**src/rtl/store_buffer.sv**
```systemverilog
// Posted-write store FIFO between MEM and the unified memory write port.
// Optional STORE_FWD_EN forwards an exact-match pending store to a load.
module store_buffer #(
    parameter int DEPTH = 4,
    parameter int CNT_W = 3
) (
    input  logic             clk,
    input  logic             rst,
    input  logic             st_valid,
    input  logic [31:0]      st_addr,
    input  logic [31:0]      st_data,
    input  logic [2:0]       st_funct3,
    output logic             st_ready,
    output logic             st_err,
    input  logic             ld_valid,
    input  logic [31:0]      ld_addr,
    input  logic [2:0]       ld_funct3,
    output logic             ld_stall,
    output logic             fwd_valid,
    output logic [31:0]      fwd_data,
    input  logic             mem_busy,
    output logic             mem_we,
    output logic [31:0]      mem_addr,
    output logic [31:0]      mem_wdata,
    output logic [2:0]       mem_funct3,
    output logic [CNT_W-1:0] count,
    output logic             empty
);

    localparam int PTR_W = $clog2(DEPTH);

    logic [31:0]      e_addr [DEPTH];
    logic [31:0]      e_data [DEPTH];
    logic [1:0]       e_size [DEPTH];
    logic [DEPTH-1:0] e_vld;

    logic [PTR_W-1:0] head;
    logic [PTR_W-1:0] tail;
    logic [CNT_W-1:0] cnt;

    logic             full;
    logic             st_legal;
    logic             push;
    logic             pop;

    assign full     = (cnt == CNT_W'(DEPTH));
    assign empty    = (cnt == '0);
    assign count    = cnt;
    assign st_legal = (st_funct3 == 3'b000) ||
                      (st_funct3 == 3'b001) ||
                      (st_funct3 == 3'b010);

    // Full rejects a push even when the head drains in the same cycle.
    assign push     = st_valid && !full && st_legal && !rst;
    assign st_ready = push;
    assign pop      = !empty && !mem_busy && !rst;

    assign mem_we     = pop;
    assign mem_addr   = e_addr[head];
    assign mem_wdata  = e_data[head];
    assign mem_funct3 = {1'b0, e_size[head]};

    always_ff @(posedge clk) begin
        if (rst) begin
            head   <= '0;
            tail   <= '0;
            cnt    <= '0;
            e_vld  <= '0;
            st_err <= 1'b0;
        end else begin
            st_err <= st_valid && !st_legal;
            if (push) begin
                e_vld[tail] <= 1'b1;
                tail        <= tail + 1'b1;
            end
            if (pop) begin
                e_vld[head] <= 1'b0;
                head        <= head + 1'b1;
            end
            unique case ({push, pop})
                2'b10:   cnt <= cnt + 1'b1;
                2'b01:   cnt <= cnt - 1'b1;
                default: cnt <= cnt;
            endcase
        end
    end

    always_ff @(posedge clk) begin
        if (push) begin
            e_addr[tail] <= st_addr;
            e_data[tail] <= st_data;
            e_size[tail] <= st_funct3[1:0];
        end
    end

    function automatic logic [32:0] span(input logic [1:0] sz);
        unique case (sz)
            2'b00:   span = 33'd0;
            2'b01:   span = 33'd1;
            default: span = 33'd3;
        endcase
    endfunction

    logic [32:0]      ld_lo;
    logic [32:0]      ld_hi;
    logic [DEPTH-1:0] ov;
    logic             any_ov;

    assign ld_lo = {1'b0, ld_addr};
    assign ld_hi = ld_lo + span(ld_funct3[1:0]);

    // 33-bit compare so a range ending at 0xFFFFFFFF never wraps.
    always_comb begin
        ov = '0;
        for (int i = 0; i < DEPTH; i++) begin
            ov[i] = e_vld[i] &&
                    ({1'b0, e_addr[i]} <= ld_hi) &&
                    (ld_lo <= {1'b0, e_addr[i]} + span(e_size[i]));
        end
    end

    assign any_ov = |ov;

`ifdef STORE_FWD_EN
    logic             one_hit;
    logic [PTR_W-1:0] sel;
    logic [1:0]       ld_sz;
    logic             fwd_ok;
    logic             fwd_hit;
    logic [31:0]      src;
    logic [31:0]      ext;

    assign one_hit = any_ov && ((ov & (ov - DEPTH'(1))) == '0);
    assign ld_sz   = (ld_funct3[1:0] == 2'b11) ? 2'b10 : ld_funct3[1:0];

    always_comb begin
        sel = '0;
        for (int i = 0; i < DEPTH; i++) begin
            if (ov[i]) sel = PTR_W'(i);
        end
    end

    assign fwd_ok = one_hit &&
                    (e_addr[sel] == ld_addr) &&
                    (e_size[sel] >= ld_sz);
    assign src    = e_data[sel];

    always_comb begin
        unique case (ld_funct3)
            3'b000:  ext = {{24{src[7]}}, src[7:0]};
            3'b001:  ext = {{16{src[15]}}, src[15:0]};
            3'b100:  ext = {24'd0, src[7:0]};
            3'b101:  ext = {16'd0, src[15:0]};
            default: ext = src;
        endcase
    end

    assign fwd_hit   = ld_valid && !st_valid && !rst && fwd_ok;
    assign fwd_valid = fwd_hit;
    assign fwd_data  = fwd_hit ? ext : 32'd0;
`else
    logic fwd_ok;
    logic unused_ld_sign;

    assign fwd_ok         = 1'b0;
    assign unused_ld_sign = ld_funct3[2];
    assign fwd_valid      = 1'b0;
    assign fwd_data       = 32'd0;
`endif

    // A load racing a new store always yields so FIFO order is kept.
    assign ld_stall = ld_valid && !rst &&
                      (st_valid || (any_ov && !fwd_ok));

endmodule

```
**config.mk**
```make
export PLATFORM = sky130hd
export DESIGN_NAME = store_buffer
export DESIGN_NICKNAME = d
export VERILOG_FILES = /design/src/rtl/store_buffer.sv
export SDC_FILE = /design/constraint.sdc
export NUM_CORES = 1
export LEC_CHECK = 0
export BUFFER_PORTS_ARGS = -buffer_cell sky130_fd_sc_hd__buf_2
export CORE_MARGIN = 5
export CORE_UTILIZATION = 53
export DETAILED_ROUTE_END_ITERATION = 8
export GPL_TIMING_DRIVEN = 0
export PLACE_DENSITY = 0.73
export SLEW_MARGIN = 20
export SYNTH_ARGS = -nofsm -noshare
export SYNTH_HDL_FRONTEND = slang
export SYNTH_SLANG_ARGS = --single-unit
export TNS_END_PERCENT = 20
```
**constraint.sdc**
```tcl
create_clock -name clk -period 6.3 [get_ports clk]
set_input_delay 1.26 -clock clk [delete_from_list [all_inputs] [get_ports clk]]
set_output_delay 1.26 -clock clk [all_outputs]
set_load 0.01 [all_outputs]
```
==> After elaboration in Yosys (flattened, before gate mapping) <==
Memory sizes are Yosys's and may differ from the RTL's. A register that Yosys moved wholly into a read port is not among the register bits.
Index checks and enable logic that the tools add are counted.
{ "word_totals": {"elab_cells": 98, "memories": 3, "ramBits": 264, "register_bits": 12} }
{ "mem_list": {"columns": ["memory", "depth", "word_bits", "rd", "rd_ports_with_merged_regs", "wr", "line_no", "text"], "rows": [
  ["e_addr", 4, 32, 5, 1, 1, "32", "logic [31:0] e_addr [DEPTH];"],
  ["e_data", 4, 32, 1, 1, 1, "33", "logic [31:0] e_data [DEPTH];"],
  ["e_size", 4, 2, 5, 1, 1, "34", "logic [1:0] e_size [DEPTH];"]
]} }
{ "classes": {"n_eq_ne": 10, "reduce_logical": 35, "muxes": 21, "n_bitwise": 3, "n_addsub": 9, "n_lt_le_gt_ge": 12} }
{ "op_table": {"columns": ["op", "count"], "rows": [
  ["$le 32x33->1", 8],
  ["$add 32x33->33", 5],
  ["$pmux 2 s2", 5],
  ["$logic_and 1x1->1", 18],
  ["$eq 2x1->1 const B", 6],
  ["$mux 2", 6],
  ["$mux 4", 3],
  ["$logic_not 2->1", 5],
  ["$logic_not 3->1", 2],
  ["$lt 2x3->1 const B", 2],
  ["$pmux 3 s2", 1],
  ["$logic_not 1->1", 5],
  ["$add 2x1->2 const B", 2],
  ["$and 4x4->4", 1],
  ["$demux 1 s2", 2],
  ["$ge 2x1->1 const B", 2],
  ["$mux 1", 4],
  ["$not 4->4", 1],
  ["$or 4x4->4", 1],
  ["$reduce_or 4->1", 1],
  ["$add 3x1->3 const B", 1],
  ["$eq 3x1->1 const B", 1],
  ["$eq 3x2->1 const B", 1],
  ["$eq 3x3->1 const B", 1],
  ["4 further kinds", 6]
]} }

==> Longest topological paths before layout <==
{ "depth": {"depth_word": 9, "ltp_mapped": 20} }

==> Worst setup path after synthesis <==
No wires, ideal clock.
{ "synth_timing": {"path_kind": "input to output", "start": "in ld_funct3[1]", "end": "out ld_stall", "cell_stages": 16, "arrival_ns": 4.700, "required_ns": 5.040, "path_slack_ns": 0.340, "n_path_buf": 0, "path_cell_list": "or2_2 ha_1 fa_1 and4_4 and2_1 and4_1 xnor2_1 ha_1 a21oi_1 o21ai_1 a2111oi_0 a211oi_1 o31a_1 o21a_1 a211oi_1 a211o_1"} }
{ "synth_between": {"elab_chain_len": 9, "elab_cells_between_ends": 19, "classes_between": "add/sub (1); order compare (4); eq/ne (1); mux (1); reduce/logical (12)"} }
{ "synth_rtl": {"columns": ["item", "line_no", "text"], "rows": [
  ["from (decl)", "17", "input logic [2:0] ld_funct3,"],
  ["$eq 2x1->1 or $logic_not 2->1 (tied branches)", "97", "unique case (sz)"],
  ["$pmux 2 s2 *", "97", null],
  ["$add 32x33->33 *", "110", "assign ld_hi = ld_lo + span(ld_funct3[1:0]);"],
  ["$le 32x33->1", "117", "({1'b0, e_addr[i]} <= ld_hi) &&"],
  ["$logic_and 1x1->1", "116", "ov[i] = e_vld[i] &&"],
  ["$logic_and 1x1->1", "117", null],
  ["$reduce_or 4->1 *", "122", "assign any_ov = |ov;"],
  ["$logic_or 1x1->1 *", "173", "(st_valid || (any_ov && !fwd_ok));"],
  ["$logic_and 1x1->1 *", "172", "assign ld_stall = ld_valid && !rst &&"],
  ["to (decl)", "18", "output logic ld_stall,"]
]} }
Every way passes the cells marked *; elsewhere a longest branch is shown, timed or not.

==> Final worst setup path <==
Ends and elaborated chain as after synthesis.

==> impl_metrics.tcl <==
set metrics [dict create \
    p_comb_share_pct 13.4 \
    numCtsBuffers 29 \
    violations "setup timing" \
    report.final.hold_viol_count 0 \
    drive_gt1_share_pct 22.0 \
    clock_sink_count 278 \
    pwr-share-clk_pct 39.0 \
    p_int_w 0.00326 \
    synth_common_cells "275 x ha_1, 264 x edfxtp_1, 108 x nand2_1, 97 x xor2_1, 84 x a21oi_1" \
    synth_edf_count 264 \
    max_freq_mhz 146 \
    num_vias 14100 \
    slew_headroom_pct 31.8 \
    route.detailed.drc 0 \
    drtIter0Drc 1006 \
    slowest_stage "fa_1" \
    p_sw_share_pct 24.7 \
    drt_wl_total_mm 54.0 \
    yosysTopAreaCellShare_pct 41.6 \
    preCtsSetupSlack_ns -1.22 \
    initial_core_util_pct 53.7 \
    fp.dieH_um 200 \
    grt_use_total_pct 26.8 \
    hold_path_class "reg -> reg" \
    switchingPower_w 0.00107 \
    leakage_nw 8.62 \
    async_flop_share_pct 0 \
    finalNetCount 2210 \
    num_rows 69 \
    yosysWarningCount 0 \
    required_ns 5.04 \
    postRouteAntennaNets 0 \
    crit_fanout 4 \
    antenna_found_initial 2 \
    grt_pass1_wl_mm 81.2 \
    cap_violations 0 \
    final_cells 2307 \
    critical-path-top-delay-family "simple AND/OR/NAND/NOR gates" \
    avgSynthCellArea_um2 12.2 \
    setup_viol 1 \
    synth_area_leader_cell "edfxtp_1" \
    yosysMostFrequentCell "ha_1" \
    ir_drop_mv 0.301 \
    grt_setup_unrepaired "yes" \
    clockBufferDepth 3 \
    final.setup.tns_ns -0.544 \
    cts_hold_buf 0 \
    vias_per_cell 6.12 \
    crit_arrival_ns 5.58 \
    p_seq_share_pct 47.7 \
    path_clk_slew_ns 0.06 \
    finalCritPeriodShare_pct 109 \
    htree_num_levels 1 \
    synthCells 1565 \
    yosys_register_bits 278 \
    status "complete, but fails checks" \
    firstDrtPassIters 5 \
    dieWidth_um 200 \
    synth_area_leaders "edfxtp_1 42%, ha_1 18%, mux4_2 7.8%" \
    finalWorstSetupSlack_ns -0.544 \
    grt_pass1_vias 14100 \
    setup.worst_path.end_class "output port" \
    core-area_um2 35500 \
    syn2layout_area_growth_pct 15.5 \
    pwr_density_cell_nw_per_um2 197 \
    slowest_delay_ns 0.44 \
    path_class "in -> out" \
    port-buffer-count 179 \
    wl_per_cell_um 23.4 \
    worstMarginPinSlew_ns 1.02 \
    final_max_slew_viol_count 0 \
    path_cells "buf_2, or2_2, ha_1, fa_1, and4_4, and2_1, and3_1, nand3_1, xor2_1, ha_1, and4_1, a221oi_1, o211ai_1, a221oi_1, nor4_1, o2bb2ai_1, a211o_1, buf_6" \
    netlist_area_um2 19000 \
    ys.flop_type "edfxtp_1" \
    gp_congestion 0.969 \
    synth.distinct_cells 70 \
    dp.final_hpwl_mm 41.8 \
    grt_start_max_net_pins 44 \
    pin_count 215 \
    overflow 0 \
    yosysSeqAreaShare_pct 43.1 \
    die-area_um2 39800 \
    clock_latency_ns 0.58 \
    cts_tree "yes" \
    root_buffer "clkbuf_16" \
    critical_path_buf_inv_count 2 \
    finalPower_w 0.00432 \
    fin_util_pct 62.0 \
    start_kind "primary input" \
    fillers 2819 \
    skew_ns 0.0275 \
    period_needed_ns 6.84 \
    dp_cells 2242 \
]
## power groups by stage
| stage | Combinational [W] | Sequential [W] | Clock [W] |
|---|---|---|---|
| after floorplan | 0.000345 | 0.00209 | 0 |
| after global placement | 0.000546 | 0.00210 | 0 |
| after detailed placement | 0.000563 | 0.00210 | 0 |
| after CTS | 0.000573 | 0.00206 | 0.00172 |
| after global routing | 0.000638 | 0.00206 | 0.00180 |
| final | 0.000578 | 0.00206 | 0.00168 |
## worst min-delay path, cell delays in order, from the launching register on
cell,delay [ns]
dfxtp_1,0.31
nor2_1,0.11
a211oi_1,0.05
## cell usage in the layout (no fill, tap or decap), types with 56 or more instances in the layout
| master | count |
|---|---|
| a21oi_1 | 84 |
| buf_2 | 183 |
| edfxtp_1 | 264 |
| ha_1 | 274 |
| mux4_2 | 66 |
| nand2_1 | 108 |
| nand3_1 | 74 |
| nand4_1 | 66 |
| nor2_1 | 62 |
| xnor2_1 | 56 |
| xor2_1 | 90 |
## layer usage
layer / up-vias / share of wire, % / GRT usage (%)
li1: 6544 / - / -
met1: 6877 / 41 / 35.3
met2: 562 / 47 / 44.1
met3: 126 / 8.1 / 5.50
met4: 2 / 4.3 / 9.84
met5: - / 0.024 / 0
## cells by family after synthesis
logic type | Yosys count | share of synthesized area (%)
other | 1 | 0.0197
buffers and inverters | 94 | 2.55
DFF | 278 | 43.1
and+or+nand+nor | 464 | 13.2
muxes | 66 | 7.81
xor gates and xnor gates | 154 | 7.08
AOI/OAI and AO/OA | 227 | 7.53
adders and majority gates | 281 | 18.7
## layout make-up
| class | count | area, µm² | area share [%] |
|---|---|---|---|
| diodes | 2 | 5.00 | 0.0227 |
| plain buffers | 54 | 337 | 1.53 |
| clock buffers | 38 | 790 | 3.59 |
| clock inverters | 15 | 151 | 0.688 |
| inverters | 40 | 150 | 0.682 |
| multi-input cells | 1226 | 10700 | 48.7 |
| flip-flops and latches | 278 | 8210 | 37.3 |
| well taps | 461 | 577 | 2.62 |
| repair buffers | 193 | 1070 | 4.87 |
## timing repair
item,CTS,global route
setup buffers,10,0
resized for setup,42,7
endpoints found under the setup margin,1,1
pin swaps,13,2
hold endpoints to repair,0,0
## state kept, by name (all words and copies together) (netlist names), named ones only
signal and cells:
head 2, st_err 1, e_data 128, count 3
e_vld 4, e_size 8, tail 2, e_addr 128
## through the flow
stage | cell area [µm²] | hold WS (ns)
final | 22000 | 0.522
after global routing | 22000 | 0.557
after CTS | 22000 | 0.526
after detailed placement | 20700 | 0.517
after global placement | 20600 | 0.510
after floorplan | 19200 | 0.473
## worst paths after layout
| kind | startpoint | end | slack (ns) | cells past startpoint |
|---|---|---|---|---|
| max | ld_funct3[1] | ld_stall | -0.54 | 18 |
| min | e_vld[1] | e_vld[1] | 0.52 | 2 |
| max reg2reg | count[1] | e_data[0][9] | 3.76 | 4 |
| min reg2reg | e_vld[1] | e_vld[1] | 0.52 | 2 |
Power figures use the tool's default switching activity.
